[src/rtl/i2c_arbiter.sv]
// Round-robin arbiter that lets NREQ requesters share one I2C master engine.
// One transaction is in flight at a time; a watchdog aborts a stalled transfer.
module i2c_arbiter #(
   parameter int unsigned NREQ    = 4,
   parameter int unsigned TIMEOUT = 255
) (
   input  logic                 clk,
   input  logic                 rst,
   input  logic [NREQ-1:0]      req,
   input  logic [7*NREQ-1:0]    req_addr,
   input  logic [NREQ-1:0]      req_rw,
   input  logic [8*NREQ-1:0]    req_wdata,
   output logic [NREQ-1:0]      gnt,
   output logic [NREQ-1:0]      rsp_valid,
   output logic [7:0]           rsp_rdata,
   output logic                 rsp_nack,
   output logic                 rsp_timeout,
   output logic                 m_start,
   output logic                 m_abort,
   output logic [6:0]           m_address,
   output logic                 m_wen,
   output logic                 m_ren,
   output logic [7:0]           m_data_write,
   input  logic                 m_busy,
   input  logic                 m_done,
   input  logic                 m_nack,
   input  logic [7:0]           m_data_read
);

   localparam int unsigned PW = (NREQ > 1) ? $clog2(NREQ) : 1;

   typedef enum logic [1:0] {StIdle, StIssue, StWait, StResp} state_e;

   state_e           state_q, state_d;
   logic [PW-1:0]    ptr_q, ptr_d;
   logic [PW-1:0]    win_q, win_d;
   logic [7:0]       timer_q, timer_d;
   logic [NREQ-1:0]  gnt_q, gnt_d;
   logic [NREQ-1:0]  rsp_valid_q, rsp_valid_d;
   logic [7:0]       rsp_rdata_q, rsp_rdata_d;
   logic             rsp_nack_q, rsp_nack_d;
   logic             rsp_timeout_q, rsp_timeout_d;
   logic             m_start_q, m_start_d;
   logic             m_abort_q, m_abort_d;
   logic [6:0]       m_address_q, m_address_d;
   logic             m_wen_q, m_wen_d;
   logic             m_ren_q, m_ren_d;
   logic [7:0]       m_data_write_q, m_data_write_d;

   logic             found;
   logic [PW-1:0]    pick;
   int unsigned      idx;

   // First asserted request at or after ptr, wrapping around.
   always_comb begin
      found = 1'b0;
      pick  = '0;
      idx   = 0;
      for (int unsigned k = 0; k < NREQ; k++) begin
         idx = (32'(ptr_q) + k) % NREQ;
         if (!found && req[idx]) begin
            found = 1'b1;
            pick  = PW'(idx);
         end
      end
   end

   always_comb begin
      state_d        = state_q;
      ptr_d          = ptr_q;
      win_d          = win_q;
      timer_d        = timer_q;
      gnt_d          = gnt_q;
      rsp_valid_d    = '0;
      rsp_rdata_d    = rsp_rdata_q;
      rsp_nack_d     = rsp_nack_q;
      rsp_timeout_d  = rsp_timeout_q;
      m_start_d      = 1'b0;
      m_abort_d      = 1'b0;
      m_address_d    = m_address_q;
      m_wen_d        = m_wen_q;
      m_ren_d        = m_ren_q;
      m_data_write_d = m_data_write_q;
      unique case (state_q)
         StIdle: begin
            if (found) begin
               win_d          = pick;
               gnt_d          = NREQ'(1) << pick;
               m_address_d    = req_addr[7*pick +: 7];
               m_ren_d        = req_rw[pick];
               m_wen_d        = ~req_rw[pick];
               m_data_write_d = req_wdata[8*pick +: 8];
               state_d        = StIssue;
            end
         end
         StIssue: begin
            if (!m_busy) begin
               m_start_d = 1'b1;
               timer_d   = 8'd0;
               state_d   = StWait;
            end
         end
         StWait: begin
            // A completion on the deadline cycle beats the abort.
            if (m_done) begin
               rsp_nack_d    = m_nack;
               rsp_rdata_d   = m_ren_q ? m_data_read : 8'h00;
               rsp_timeout_d = 1'b0;
               rsp_valid_d   = gnt_q;
               state_d       = StResp;
            end else if (timer_q == 8'(TIMEOUT)) begin
               m_abort_d     = 1'b1;
               rsp_nack_d    = 1'b0;
               rsp_rdata_d   = 8'h00;
               rsp_timeout_d = 1'b1;
               rsp_valid_d   = gnt_q;
               state_d       = StResp;
            end else begin
               timer_d = timer_q + 8'd1;
            end
         end
         StResp: begin
            gnt_d          = '0;
            m_address_d    = '0;
            m_wen_d        = 1'b0;
            m_ren_d        = 1'b0;
            m_data_write_d = '0;
            ptr_d          = (32'(win_q) == NREQ - 1) ? '0 : win_q + 1'b1;
            state_d        = StIdle;
         end
         default: state_d = StIdle;
      endcase
   end

   always_ff @(posedge clk) begin
      if (rst) begin
         state_q        <= StIdle;
         ptr_q          <= '0;
         win_q          <= '0;
         timer_q        <= '0;
         gnt_q          <= '0;
         rsp_valid_q    <= '0;
         rsp_rdata_q    <= '0;
         rsp_nack_q     <= 1'b0;
         rsp_timeout_q  <= 1'b0;
         m_start_q      <= 1'b0;
         m_abort_q      <= 1'b0;
         m_address_q    <= '0;
         m_wen_q        <= 1'b0;
         m_ren_q        <= 1'b0;
         m_data_write_q <= '0;
      end else begin
         state_q        <= state_d;
         ptr_q          <= ptr_d;
         win_q          <= win_d;
         timer_q        <= timer_d;
         gnt_q          <= gnt_d;
         rsp_valid_q    <= rsp_valid_d;
         rsp_rdata_q    <= rsp_rdata_d;
         rsp_nack_q     <= rsp_nack_d;
         rsp_timeout_q  <= rsp_timeout_d;
         m_start_q      <= m_start_d;
         m_abort_q      <= m_abort_d;
         m_address_q    <= m_address_d;
         m_wen_q        <= m_wen_d;
         m_ren_q        <= m_ren_d;
         m_data_write_q <= m_data_write_d;
      end
   end

   assign gnt          = gnt_q;
   assign rsp_valid    = rsp_valid_q;
   assign rsp_rdata    = rsp_rdata_q;
   assign rsp_nack     = rsp_nack_q;
   assign rsp_timeout  = rsp_timeout_q;
   assign m_start      = m_start_q;
   assign m_abort      = m_abort_q;
   assign m_address    = m_address_q;
   assign m_wen        = m_wen_q;
   assign m_ren        = m_ren_q;
   assign m_data_write = m_data_write_q;

endmodule
[config.mk]
export PLATFORM = sky130hd
export DESIGN_NAME = i2c_arbiter
export DESIGN_NICKNAME = d
export VERILOG_FILES = /design/src/rtl/i2c_arbiter.sv
export SDC_FILE = /design/constraint.sdc
export NUM_CORES = 1
export LEC_CHECK = 0
export ABC_CLOCK_PERIOD_IN_PS = 2400
export BUFFER_PORTS_ARGS = -buffer_cell sky130_fd_sc_hd__buf_2
export CORE_ASPECT_RATIO = 1.75
export CORE_UTILIZATION = 40
export CTS_CLUSTER_DIAMETER = 120
export DETAILED_ROUTE_END_ITERATION = 7
export PLACE_DENSITY = 0.82
export SLEW_MARGIN = 10
export SYNTH_ARGS = -nofsm -noshare
export SYNTH_HDL_FRONTEND = slang
export SYNTH_SLANG_ARGS = --single-unit
export TNS_END_PERCENT = 5
[constraint.sdc]
create_clock -name clk -period 2.4 [get_ports clk]
set_clock_uncertainty 0.1 [all_clocks]
set_input_delay 0.24 -clock clk [delete_from_list [all_inputs] [get_ports clk]]
set_output_delay 0.24 -clock clk [all_outputs]
set_load 0.01 [all_outputs]
== Yosys cells after proc, flatten, opt, wreduce, memory -nomap -nowiden ==
Cells that the tools add are included.

* Add/sub/neg operators: 5
* Multiply operators: 1
* Divide/modulo/power cells: 0
* Magnitude comparators: 5
* Equal/unequal tests: 10
* Shift operators: 3
* Mux-type cells: 49
* Bitwise gates (word level): 3
* Reductions and logical operators: 18

{| class="wikitable"
|+ Operators by type and width
! kind !! count
|-
| two-way mux 8 bit || 7
|-
| case mux 8 bit (2 select lines) || 2
|-
| indexed part select 32 x 6 -> 8 bit || 1
|-
| indexed part select 28 x 6 -> 7 bit || 1
|-
| two-way mux 2 bit || 9
|-
| two-way mux 1 bit || 17
|-
| less-than comparator 2 x 3 -> 1 bit (second input constant) || 5
|-
| case mux 7 bit (2 select lines) || 1
|-
| two-way mux 4 bit || 3
|-
| binary-select mux 1 bit (select 2 bit) || 5
|-
| adder 8 x 1 -> 8 bit (second input constant) || 1
|-
| equality test 8 bit (second input constant) || 1
|-
| != test 2 bit (second input constant) || 4
|-
| case mux 2 bit (4 select lines) || 1
|-
| case mux 4 bit (2 select lines) || 1
|-
| two-way mux 7 bit || 1
|-
| equality test 2 bit (second input constant) || 3
|-
| AND reduction 2 bit || 3
|-
| nonzero test 2 bit || 3
|-
| multiplier 3 x 2 -> 5 bit (first input constant) || 1
|-
| adder 2 x 1 -> 2 bit (second input constant) || 2
|-
| adder 2 bit (second input constant) || 2
|-
| case mux 1 bit (2 select lines) || 2
|-
| AND reduction 4 bit || 1
|-
| other kinds (10) || 17
|}

* Register bits after elaboration: 51
* Latch bits: 0
* Memory bits (writable): 0
* Memory bits (read-only): 0
* Bits of input ports: 81
* Output and inout bits: 37
* Memories: 0

== Longest topological paths before layout ==
* Word-level depth: 17
* Gate-level depth with buffers: 9
* Depth with buffers taken out: 7

== Worst setup path before layout ==
OpenSTA, ideal clock, no wires.

* Kind: reg2reg
* Start: register state_q[0]
* End: register timer_q[7]
* Data arrival time: 1605 ps
* Data required time: 2169 ps
* Setup slack: 564 ps
* Cell stages (with the launch flop): 9
* Path buffers: 1
* Path through: dfxtp_1 inv_1 ha_1 clkbuf_1 nand2_1 o211ai_1 nor4b_2 xnor2_1 nor2_1

* Cells in the longest elaborated chain, start to end: 3
* Elaborated cells on any way between the ends: 8
* Those cells by class: eq/ne (5); mux (1); reduce/logical (2)

{| class="wikitable"
|+ RTL lines
! item !! RTL line !! text
|-
| from (decl) || 34 || <nowiki>state_e state_q, state_d;</nowiki>
|-
| from (signal assigned) || 137 || <nowiki>state_q <= StIdle;</nowiki>
|-
| from (signal assigned) || 153 || <nowiki>state_q <= state_d;</nowiki>
|-
| equality test 2 bit or equality test 2 x 1 -> 1 bit (tied branches) || 84 || <nowiki>unique case (state_q)</nowiki>
|-
| != test 2 bit (no line) or nonzero test 2 bit (tied branches) || n/a ||
|-
| AND reduction 4 bit (no line) || n/a ||
|-
| to (signal assigned) || 156 || <nowiki>timer_q <= timer_d;</nowiki>
|-
| to (decl) || 37 || <nowiki>logic [7:0] timer_q, timer_d;</nowiki>
|}

Parallel ways exist; a longest one is shown, timed or not.
A chain may end at the register's enable or synchronous reset.

== Worst setup path in the final report ==
Same ends and word-level chain as after synthesis.

==> run summary <==
Run status -> complete, no violations
Netlist cell types -> 45
Clock-pin slew on the worst setup and hold paths -> 110 ps
Die height -> 106 um
Starting Density -> 0.419
Via density -> 5.27
TritonRoute pass-1 iters -> 4
Minimum clock period -> 1930 ps
Nets -> 464
Top post-synthesis cells by area -> dfxtp_1, mux2i_1, o221ai_1, nor2_1, nand2_1
Async S/R FF share, synth -> 0
Largest net degree at the start of global routing -> 27
Critical Path Fanout Max -> 12
Worst hold start -> m_data_read[3]
Post-synth EDFFs -> 0
WL per Instance -> 13.2 um
Input/output buffers -> 117
Final setup vio count -> 0
R2R Path End -> timer_q[7]$_SDFFE_PP0P_
Placed instance count -> 447
CP Launch Type -> flip-flop
Antenna-violating nets left -> 0
Residual DRC count -> 0
Setup_tns -> 0 ps
RSZ-0062 raised after global routing -> no
Initial DRC count -> 112
Grt total ovfl -> 0
P&R area growth vs syn -> 29.9%
Synth top area share -> 0.411
Max clock buf depth -> 2
Post-CTS setup buffers -> 0
Boundary Pins -> 118
Crit-path max cell delay -> 390 ps
Worst-case vdd ir drop -> 0.403 mV
CP endpoint kind -> flip-flop
Highest-count cells in the layout ignoring fill and taps -> buf_2, dfxtp_1, mux2i_1
Reg2reg setup slack -> 470 ps
Tcrit/Tclk final -> 0.802
Cell count after synthesis -> 261
Core area -> 5930 um2
CTS root buffer -> clkbuf_8
Vias in the first global route -> 2,327
Worst Hold Depth -> 3
Yosys warnings -> 0
Class of the worst hold path -> input port to flip-flop
Required @ worst endpoint -> 2480 ps
Skew-Pair Late Insertion Delay -> 310 ps
Sink of the worst hold path -> rsp_rdata[3]$_SDFFE_PP0P_
Total clock sinks -> 51
Yosys reg bits -> 51
Most common cell after layout, fill and taps aside -> buf_2
Ant. Diodes -> 0
Placement Rows -> 37
PwrDens -> 819 nW/um2
Kind of critical path -> flip-flop to flip-flop
GP Congestion -> 0.802
Cts bufs inserted -> 5
Die Area -> 6540 um2
Synth Cell Area -> 2480 um2
Total Routing Usage GR -> 0.193
Die Wd -> 61.6 um
Final hold violation count -> 0
Avg Cell Area, Syn -> 9.52 um2
Least-Margin Pin Slew -> 543 ps
Total Routed Length -> 6000 um
Non-Filler Instances -> 455
Critical-path cell list -> inv_1, ha_1, nand2_1, o211ai_1, buf_4, nor4b_2, xnor2_1, nor2_1
Initial antenna violation count -> 0
Vias -> 2,397
Relative slew slack -> 0.637
Slew Limit Fails -> 0
CTS Hold Bufs -> 0
Post-synth top flop -> dfxtp_1
Worst Path Arrival -> 2010 ps
Max cap viols -> 0
LEAKAGE -> 1.59 nW
# H-tree levels -> 2
Mapped Nets -> 349
Maximum clock frequency -> 519 MHz
Sequential fraction of the synthesis area -> 0.411
Largest area contributor in the netlist -> dfxtp_1
CTS resizes -> 0
Hold slack -> 58.4 ps
Reg2reg path depth -> 8
First-pass GRT wire length -> 9650 um
Reg2reg start -> state_q[0]$_SDFFE_PP0P_
Dpl hpwl -> 4740 um
Slowest-stage cell, CP -> dfxtp_1
Share of layout cells above drive strength 1 -> 0.374
CTS tree -> built
==> kinds of logic (layout without fill, tap and decap cells) <==
family / Yosys count / after routing / synth area share
xor+xnor: 7 / 7 / 0.0247
flops: 51 / 51 / 0.411
simple gates: 93 / 93 / 0.186
compound gates: 47 / 47 / 0.148
mux: 36 / 36 / 0.148
fa+ha+maj: 7 / 7 / 0.0353
buf+inv: 20 / 136 / 0.0468
==> Yosys cell counts, types with 2 or more instances <==
master	number
a21o_1	2
buf_6	3
nor3_2	2
nand2b_1	3
and3_1	3
o21bai_1	2
buf_4	4
nor3_1	3
nor2b_1	3
a21oi_1	5
o221ai_1	16
a22oi_1	8
a32oi_1	3
o21a_1	2
nand2_1	27
nor2_1	32
dfxtp_1	51
mux2i_1	34
nand3_1	4
xnor2_1	7
and2_1	7
inv_1	4
nor4_2	2
ha_1	7
buf_2	2
clkbuf_1	6
==> worst max-delay path by stage <==
| stage | depth (start not counted) | to | startpoint |
|---|---|---|---|
| after detailed placement | 7 | m_address[1]$_SDFFE_PP0P_ | req[2] |
| after floorplan | 8 | timer_q[7]$_SDFFE_PP0P_ | state_q[0]$_SDFFE_PP0P_ |
| after global placement | 7 | m_address[1]$_SDFFE_PP0P_ | req[2] |
| final | 8 | timer_q[7]$_SDFFE_PP0P_ | state_q[0]$_SDFFE_PP0P_ |
| after global routing | 8 | timer_q[5]$_SDFFE_PP0P_ | state_q[0]$_SDFFE_PP0P_ |
| after CTS | 6 | timer_q[5]$_SDFFE_PP0P_ | state_q[0]$_SDFFE_PP0P_ |
==> power by group <==
| part | internal, mW | total [mW] | switching, mW | leakage [nW] |
|---|---|---|---|---|
| Sequential | 1.00 | 1.10 | 0.102 | 0.416 |
| Clock | 0.215 | 0.531 | 0.316 | 0.0491 |
| Combinational | 0.446 | 1.01 | 0.564 | 1.13 |
==> routing by layer <==
| metal | global-route usage | part of all wire | vias to the layer above |
|---|---|---|---|
| met3 | 0.0365 | 0.052 | 6 |
| met4 | 0.0619 | 0.014 | 0 |
| li1 | - | - | 1172 |
| met5 | 0 | 0 | - |
| met2 | 0.366 | 0.55 | 108 |
| met1 | 0.198 | 0.38 | 1111 |
==> per-stage QoR <==
stage / setup slack (ps) / total power [mW] / util / cell area, um2
2_1_floorplan: 564 / 1.79 / - / 2480
3_3_place_gp: 469 / 2.10 / 0.529 / 3130
3_5_place_dp: 433 / 2.13 / 0.529 / 3130
4_1_cts: 478 / 2.66 / 0.545 / 3230
5_1_grt: 315 / 2.82 / 0.545 / 3230
6_report: 475 / 2.64 / 0.545 / 3230
==> critical path: cells and delay by family (launching register included) <==
kind	cells	cell delay (ps)
simple gates	3	450
xor+xnor	1	150
flops	1	390
fa+ha+maj	1	350
buf+inv	2	280
compound gates	1	80
==> flip-flops by register name, summed over array words and instances, names as in the netlist <==
| register | count |
|---|---|
| rsp_valid | 4 |
| m_address | 7 |
| rsp_timeout | 1 |
| rsp_nack | 1 |
| m_start | 1 |
| m_data_write | 8 |
| timer_q | 8 |
| ptr_q | 2 |
| m_ren | 1 |
| win_q | 2 |
| m_wen | 1 |
| gnt | 4 |
| m_abort | 1 |
| rsp_rdata | 8 |
| state_q | 2 |
==> cell type report <==
class                      count  area (um2)
clock buffer                   5        68.8
clock inverter                 3        26.3
fill                         567        2700
inverter                       4        15.0
multi-input combinational    190        1360
sequential                    51        1020
tap                           78        97.6
timing repair buffer         124         638
(Power assumes the default switching activity.)
